**src/rtl/bus_dev_port_if.sv**
```systemverilog
// bus_dev_port_if: host-side and bus-side signals of one bus device port.
interface bus_dev_port_if #(
  parameter int pckg_sz = 16
);
  logic               tx_push;
  logic [pckg_sz-1:0] tx_data;
  logic               tx_full;
  logic               pndng;
  logic [pckg_sz-1:0] D_pop;
  logic               pop;
  logic               push;
  logic [pckg_sz-1:0] D_push;
  logic               rx_pop;
  logic [pckg_sz-1:0] rx_data;
  logic               rx_valid;
  logic               tx_ovf;
  logic [7:0]         rx_drop_cnt;
  modport slave (
    input  tx_push, tx_data, pop, push, D_push, rx_pop,
    output tx_full, pndng, D_pop, rx_data, rx_valid, tx_ovf, rx_drop_cnt
  );
  modport master (
    output tx_push, tx_data, pop, push, D_push, rx_pop,
    input  tx_full, pndng, D_pop, rx_data, rx_valid, tx_ovf, rx_drop_cnt
  );
endinterface

```
**src/rtl/bus_dev_port.sv**
```systemverilog
// bus_dev_port: bus device port with show-ahead TX/RX FIFOs and a saturating RX drop counter.
// Define BUS_DEV_ADDR_FILTER_EN to accept only RX words addressed to id or broadcast.
module bus_dev_port #(
  parameter int         pckg_sz   = 16,
  parameter int         depth     = 8,
  parameter logic [7:0] id        = 8'd0,
  parameter logic [7:0] broadcast = 8'hFF
) (
  input logic           clk,
  input logic           reset,
  bus_dev_port_if.slave bus
);
  localparam int aw = $clog2(depth);
  localparam int cw = aw + 1;
  localparam logic [cw-1:0] full_cnt = cw'(depth);
`ifdef BUS_DEV_ADDR_FILTER_EN
  localparam bit filter_en = 1'b1;
`else
  localparam bit filter_en = 1'b0;
`endif
  logic [pckg_sz-1:0] tx_mem [depth];
  logic [pckg_sz-1:0] rx_mem [depth];
  logic [aw-1:0]      tx_wp, tx_rp, rx_wp, rx_rp;
  logic [cw-1:0]      tx_cnt, rx_cnt;
  logic               tx_wr, tx_rd, rx_wr, rx_rd, rx_drop, dest_hit;
  logic               tx_ovf_q;
  logic [7:0]         drop_q;
  assign tx_rd    = bus.pop && tx_cnt != '0;
  assign tx_wr    = bus.tx_push && (tx_cnt != full_cnt || tx_rd);
  assign rx_rd    = bus.rx_pop && rx_cnt != '0;
  assign dest_hit = bus.D_push[pckg_sz-1 -: 8] == id || bus.D_push[pckg_sz-1 -: 8] == broadcast;
  // a same-cycle read frees the slot, so a full FIFO still accepts the write
  assign rx_wr    = bus.push && (dest_hit || !filter_en) && (rx_cnt != full_cnt || rx_rd);
  assign rx_drop  = bus.push && !rx_wr;
  assign bus.D_pop       = tx_mem[tx_rp];
  assign bus.rx_data     = rx_mem[rx_rp];
  assign bus.pndng       = tx_cnt != '0;
  assign bus.tx_full     = tx_cnt == full_cnt;
  assign bus.rx_valid    = rx_cnt != '0;
  assign bus.tx_ovf      = tx_ovf_q;
  assign bus.rx_drop_cnt = drop_q;
  always_ff @(posedge clk) begin
    if (tx_wr) tx_mem[tx_wp] <= bus.tx_data;
    if (rx_wr) rx_mem[rx_wp] <= bus.D_push;
  end
  always_ff @(posedge clk) begin
    if (reset) begin
      tx_wp    <= '0;
      tx_rp    <= '0;
      tx_cnt   <= '0;
      rx_wp    <= '0;
      rx_rp    <= '0;
      rx_cnt   <= '0;
      tx_ovf_q <= 1'b0;
      drop_q   <= '0;
    end else begin
      tx_wp    <= tx_wr ? tx_wp + aw'(1) : tx_wp;
      tx_rp    <= tx_rd ? tx_rp + aw'(1) : tx_rp;
      tx_cnt   <= tx_cnt + cw'(tx_wr) - cw'(tx_rd);
      rx_wp    <= rx_wr ? rx_wp + aw'(1) : rx_wp;
      rx_rp    <= rx_rd ? rx_rp + aw'(1) : rx_rp;
      rx_cnt   <= rx_cnt + cw'(rx_wr) - cw'(rx_rd);
      tx_ovf_q <= bus.tx_push && !tx_wr;
      drop_q   <= rx_drop && drop_q != 8'hFF ? drop_q + 8'd1 : drop_q;
    end
  end
endmodule

```
**src/flat_wrapper.sv**
```systemverilog
// flat-port wrapper written by rule: the top's interface ports become plain ports
module bus_dev_port_flat 
#(
  parameter int         pckg_sz   = 16,
  parameter int         depth     = 8,
  parameter logic [7:0] id        = 8'd0,
  parameter logic [7:0] broadcast = 8'hFF
)
  (clk, reset, bus_tx_push, bus_tx_data, bus_pop, bus_push, bus_D_push, bus_rx_pop, bus_tx_full, bus_pndng, bus_D_pop, bus_rx_data, bus_rx_valid, bus_tx_ovf, bus_rx_drop_cnt);
  bus_dev_port_if #(.pckg_sz(pckg_sz)) bus_i ();
  input logic clk;
  input logic reset;
  input wire logic [$bits(bus_i.tx_push)-1:0] bus_tx_push;
  input wire logic [$bits(bus_i.tx_data)-1:0] bus_tx_data;
  input wire logic [$bits(bus_i.pop)-1:0] bus_pop;
  input wire logic [$bits(bus_i.push)-1:0] bus_push;
  input wire logic [$bits(bus_i.D_push)-1:0] bus_D_push;
  input wire logic [$bits(bus_i.rx_pop)-1:0] bus_rx_pop;
  output wire logic [$bits(bus_i.tx_full)-1:0] bus_tx_full;
  output wire logic [$bits(bus_i.pndng)-1:0] bus_pndng;
  output wire logic [$bits(bus_i.D_pop)-1:0] bus_D_pop;
  output wire logic [$bits(bus_i.rx_data)-1:0] bus_rx_data;
  output wire logic [$bits(bus_i.rx_valid)-1:0] bus_rx_valid;
  output wire logic [$bits(bus_i.tx_ovf)-1:0] bus_tx_ovf;
  output wire logic [$bits(bus_i.rx_drop_cnt)-1:0] bus_rx_drop_cnt;
  assign bus_i.tx_push = bus_tx_push;
  assign bus_i.tx_data = bus_tx_data;
  assign bus_i.pop = bus_pop;
  assign bus_i.push = bus_push;
  assign bus_i.D_push = bus_D_push;
  assign bus_i.rx_pop = bus_rx_pop;
  assign bus_tx_full = bus_i.tx_full;
  assign bus_pndng = bus_i.pndng;
  assign bus_D_pop = bus_i.D_pop;
  assign bus_rx_data = bus_i.rx_data;
  assign bus_rx_valid = bus_i.rx_valid;
  assign bus_tx_ovf = bus_i.tx_ovf;
  assign bus_rx_drop_cnt = bus_i.rx_drop_cnt;
  bus_dev_port #(.pckg_sz(pckg_sz), .depth(depth), .id(id), .broadcast(broadcast)) u_core (.clk(clk), .reset(reset), .bus(bus_i));
endmodule
```
**config.mk**
```make
export PLATFORM = sky130hd
export DESIGN_NAME = bus_dev_port_flat
export DESIGN_NICKNAME = d
export VERILOG_FILES = /design/src/rtl/bus_dev_port_if.sv /design/src/rtl/bus_dev_port.sv /design/src/flat_wrapper.sv
export SDC_FILE = /design/constraint.sdc
export NUM_CORES = 1
export LEC_CHECK = 0
export BUFFER_PORTS_ARGS = -buffer_cell sky130_fd_sc_hd__buf_4
export CAP_MARGIN = 20
export CORE_MARGIN = 1
export CORE_UTILIZATION = 25
export DETAILED_ROUTE_END_ITERATION = 8
export PLACE_DENSITY = 0.39
export SYNTH_ARGS = -nofsm -noshare
export SYNTH_HDL_FRONTEND = slang
export SYNTH_SLANG_ARGS = --single-unit
```
**constraint.sdc**
```tcl
create_clock -name clk -period 3.95 [get_ports clk]
set_input_delay 0.395 -clock clk [delete_from_list [all_inputs] [get_ports clk]]
set_output_delay 0.395 -clock clk [all_outputs]
set_load 0.02 [all_outputs]
```
Word-level counts from Yosys, hierarchy flattened
Memories as Yosys holds them, arrays and structs flattened. A register that Yosys moved wholly into a read port is not among the register bits.
Cells that the tools add are included.
{"block": "word_totals", "in_bits": 38, "out_inout_bits": 44, "mem_bits_rw": 256, "mem_count": 2, "regBits": 29, "wordCells": 44}
{"block": "classes", "mux": 8, "reduce_logical": 13, "add_sub_neg": 9, "eq_ne": 4}
{"memory": "u_core.rx_mem", "words": 8, "width": 16, "read_ports": 1, "rd_clocked_by_memory_dff": 1, "wr": 1, "line_no": "bus_dev_port.sv:22", "text": "logic [pckg_sz-1:0] rx_mem [depth];"}
{"memory": "u_core.tx_mem", "words": 8, "width": 16, "read_ports": 1, "rd_clocked_by_memory_dff": 1, "wr": 1, "line_no": "bus_dev_port.sv:21", "text": "logic [pckg_sz-1:0] tx_mem [depth];"}
{"cell": "$add A3 B1 Y3 const B", "count": 4}
{"cell": "$mux W3", "count": 4}
{"cell": "$add A4 B1 Y4", "count": 2}
{"cell": "$add A8 B1 Y8 const B", "count": 1}
{"cell": "$ne A4 B4 Y1 const B", "count": 2}
{"cell": "$ne A8 B8 Y1 const B", "count": 1}
{"cell": "$reduce_bool A4 Y1", "count": 2}
{"cell": "$sub A4 B1 Y4", "count": 2}
{"cell": "$logic_and A1 B1 Y1", "count": 7}
{"cell": "$eq A4 B4 Y1 const B", "count": 1}
{"cell": "$mux W1", "count": 4}
{"cell": "$logic_not A1 Y1", "count": 2}
{"cell": "$logic_or A1 B1 Y1", "count": 2}

Logic depth before layout (Yosys ltp)
{"block": "logic_depth", "word_depth": 7, "mapped_depth": 12, "mapped_depth_nobuf": 11}

Least setup slack after synthesis
No wires, ideal clock.
{"block": "synth_path", "kind": "flip-flop to flip-flop", "startpoint": "register u_core.rx_cnt[2]", "endpoint": "memory u_core.rx_mem[0][0], enable pin", "required_ns": 3.541, "synth_period_minus_slack_ns": 2.749, "stages_incl_launch_ff": 7, "path_buffers": 0, "setup_ns": 0.409, "arrival_time_ns": 2.340, "slack_ns": 1.201, "path_cell_list": "dfxtp_1 inv_1 ha_1 nand2b_1 a31oi_2 nand2b_1 nor3_1"}
{"block": "synth_via", "elab_chain_len": 6, "elab_cells_between_ends": 7, "cone_classes": "1 x eq/ne; 2 x mux; 4 x reduce/logical"}
{"element": "from (decl)", "line_no": "bus_dev_port.sv:24", "text": "logic [cw-1:0] tx_cnt, rx_cnt;"}
{"element": "from (signal assigned)", "line_no": "bus_dev_port.sv:62", "text": "rx_cnt <= rx_cnt + cw'(rx_wr) - cw'(rx_rd);"}
{"element": "$reduce_bool A4 Y1", "line_no": "bus_dev_port.sv:30", "text": "assign rx_rd = bus.rx_pop && rx_cnt != '0;"}
{"element": "$logic_and A1 B1 Y1", "line_no": "bus_dev_port.sv:30"}
{"element": "$logic_or A1 B1 Y1 *", "line_no": "bus_dev_port.sv:33", "text": "assign rx_wr = bus.push && (dest_hit || !filter_en) && (rx_cnt != full_cnt || rx_rd);"}
{"element": "$logic_and A1 B1 Y1 *", "line_no": "bus_dev_port.sv:33"}
{"element": "net u_core.rx_wr", "line_no": "bus_dev_port.sv:25", "text": "logic tx_wr, tx_rd, rx_wr, rx_rd, rx_drop, dest_hit;"}
{"element": "$mux W1 *", "line_no": "bus_dev_port.sv:44", "text": "if (rx_wr) rx_mem[rx_wp] <= bus.D_push;"}
{"element": "$mux W1 (implied by the code) *", "line_no": "bus_dev_port.sv:44"}
{"element": "to (decl)", "line_no": "bus_dev_port.sv:22"}
The timed path passes the listed nets; every way through them passes the cells marked *.

==> results by group <==
Logic synthesis
  – Mapped Nets: 626
  – Dominant register cell in the synthesized netlist: edfxtp_1
  – Share of the synthesized area in the top cell type: 67.8%
  – Yosys warning count: 0
  – Post-synth top area cell: edfxtp_1
  – Post-synth design cell area: 0.0113 mm^2
  – Yosys reg bits: 291
  – Top area cells in the synthesized netlist: edfxtp_1 (68%), mux4_2 (13%), dfxtp_1 (6.2%), mux2_2 (3.3%), ha_1 (1.8%)
  – Number of cells produced by synthesis: 570
  – Sequential-to-total area share from yosys stat: 74.0%
  – Per-instance average area after synthesis: 19.9 um^2
  – Number of library cell types mapped by synthesis: 42
  – Share of flip-flops with an asynchronous set or reset after synthesis: 0%
  – Count of flip-flops with a built-in enable after synthesis: 256

Setup path
  – Arr. time, crit path: 2540 ps
  – CP Data Required Time: 3560 ps
  – Critical Path Source Type: register
  – Worst setup path class: reg2out
  – Maximum fanout along the worst path: 30
  – Reg2reg path depth: 11
  – Crit end category: output port

Detailed routing
  – Post-detailed-route count of antenna-violating nets: 0
  – Wire length after detailed routing: 24,800 um
  – DRC errors left: 0
  – First-pass iteration count of the detailed router: 4
  – Routed WL per cell: 19.0 um
  – Via count: 5,609
  – Via density per instance: 4.30
  – Violation count after the first detailed-routing iteration: 232

Layout
  – Top library cells by usage in the layout, fill and taps aside: edfxtp_1 (256), buf_4 (100), mux4_2 (64), clkbuf_16 (36)
  – Leading cell type in the layout, fill and taps excluded: edfxtp_1
  – Non-filler cells in the finished layout: 1,303
  – Sequential cell area in the final layout: 0.00839 mm^2
  – Fillers: 4,349
  – Total Nets Final: 741
  – Area used by multi-input combinational logic: 0.00281 mm^2
  – P&R area growth vs syn: 23.3%
  – Fraction of final layout cells with drive strength greater than 1: 37.7%

STA
  – Total count of max-transition violations in the final report: 0
  – Rel. slew slack: 31.1%
  – Endpoints failing setup: 0
  – Post-Route Skew: 17.3 ps
  – FMAX: 341 MHz
  – Setup repair after global routing missed its margin: no
  – Portion of the clock cycle consumed by the worst path in the final layout: 74.3%
  – Post-Route Setup TNS: 0 ps
  – Minimum clock period: 2930 ps
  – Worst hold slack: 96.2 ps
  – Slew of the pin with the lowest slew margin: 1030 ps
  – Fin. Hold Viols: 0

Flow run
  – Max Cap Viol: 0

GRT
  – Sum of overflow across all layers after global routing: 0
  – Wire length of the first global-routing pass: 37,700 um
  – Maximum number of pins on one net before global-route repair: 36
  – GRT Total Usage: 10.9%
  – Antenna violations before repair: 1
  – Vias in the first global route: 6,112

Power
  – Cell area power density: 633 mW/mm^2
  – Leak Pwr: 4.58 nW
  – Max VDD drop: 0.236 mV

CTS
  – Clock latency on the worst-skew pair: 530 ps
  – Number of gates given a new drive strength after cts: 0
  – Clock slew seen by the registers of the worst setup and hold paths: 60 ps
  – H-tree depth reported by CTS: 2
  – Count of hold-fix buffers inserted at cts: 0
  – Total CTS buffers: 35
  – Setup Buffers After CTS: 0
  – CTS sink cnt: 291
  – Clock root buffer master: clkbuf_16
  – Clock tree from TritonCTS: built
  – Bufs on Longest Clock Path: 3

Floorplan
  – IO Count: 82
  – FP Rows: 77
  – Starting density of the core: 25.5%
  – Area of the die: 0.0462 mm^2
  – Core ar.: 0.0445 mm^2
  – Width of the die: 215 um
  – Die H: 215 um

Placed design
  – Total half-perimeter wirelength after legalization and detailed placement: 14,900 um
  – Placer's final routability congestion estimate: 0.676
  – IO buf count: 81
  – # placed instances: 1,238

Run status
  – Run status: finished clean

Hold path
  – Hold Crit Depth: 1
  – Worst hold-check path type: in2reg
-- area by class of cell --
cell class | count | area share (%)
diodes | 1 | 0.0179
repair buffers | 104 | 6.01
multi-input cells | 238 | 20.1
clock inverters | 22 | 1.63
inverters | 15 | 0.403
clock buffers | 40 | 6.55
flip-flops and latches | 291 | 60.0
well taps | 592 | 5.30
-- state kept, by name, summed over array words and instances, names as in the netlist, named ones only --
register / flops
u_core.tx_cnt: 4
u_core.rx_rp: 3
u_core.bus.rx_drop_cnt: 8
u_core.tx_wp: 3
u_core.tx_rp: 3
u_core.rx_mem: 128
u_core.tx_mem: 128
u_core.rx_cnt: 4
u_core.bus.tx_ovf: 1
u_core.rx_wp: 3
-- power breakdown --
group | total, mW | internal [mW] | switching, mW
clock network | 3.18 | 1.93 | 1.24
registers | 3.64 | 3.55 | 0.0908
logic | 2.04 | 1.00 | 1.03
-- kinds of logic (layout without fill, tap and decap cells) --
family | after synthesis | count (layout) | synth area share (%)
multiplexers | 100 | 100 | 16.3
other | 0 | 1 | 0
buffers and inverters | 41 | 181 | 1.53
adder cells (fa/ha/maj) | 18 | 18 | 2.12
AO/OA/AOI/OAI | 27 | 27 | 1.49
AND/OR/NAND/NOR | 84 | 84 | 3.91
XOR/XNOR | 9 | 9 | 0.695
flip-flops | 291 | 291 | 74.0
-- through the flow --
| stage | total power, mW | worst slack [ps] | instance area (um^2) | utilization, % |
|---|---|---|---|---|
| 2_1_floorplan | 5.09 | 1200 | 11300 | - |
| 3_3_place_gp | 5.75 | 1420 | 12800 | 28.7 |
| 3_5_place_dp | 5.80 | 1420 | 12800 | 28.7 |
| 4_1_cts | 9.04 | 908 | 13900 | 31.3 |
| 5_1_grt | 9.29 | 857 | 14000 | 31.4 |
| 6_report | 8.86 | 1020 | 14000 | 31.4 |
-- cell usage after synthesis (all sizes together), types with 2 or more instances --
cell / number
mux4: 64
fa: 2
or3b: 3
xor2: 5
a31oi: 2
clkbuf: 13
edfxtp: 256
nor2: 31
nand3: 7
mux2i: 3
nor2b: 5
nor3: 5
buf: 13
ha: 16
a21o: 2
dfxtp: 35
inv: 15
nand2b: 10
and4: 3
or4: 4
o31ai: 3
nand2: 9
mux2: 33
nor4: 2
xnor2: 4
o21ai: 3
a21oi: 13
-- layer usage --
layer  routed length, um  part of all wire, %  global-route usage [%]  up-vias
met3                1100                  4.5                    2.45       53
li1                    -                    -                       -     2532
met1               11100                   45                    14.2     2921
met5                  13                0.052                       0        -
met4                 699                  2.8                    4.71        2
met2               11900                   48                    17.4      101
-- critical path, stage by stage, from the launching register on --
cell and delay (ps):
dfxtp_2 370, buf_4 560, mux4_2 600, mux2_2 300, buf_4 160
-- final timing paths --
check                              to        startpoint  slack (ps)
hold reg to reg       u_core.rx_rp[1]   u_core.rx_rp[1]         490
setup reg to reg     u_core.tx_cnt[2]  u_core.tx_cnt[2]        1480
hold / removal    u_core.rx_mem[3][3]     bus_D_push[3]         100
setup / recovery         bus_D_pop[6]          register        1020
Power figures use the tool's default switching activity.
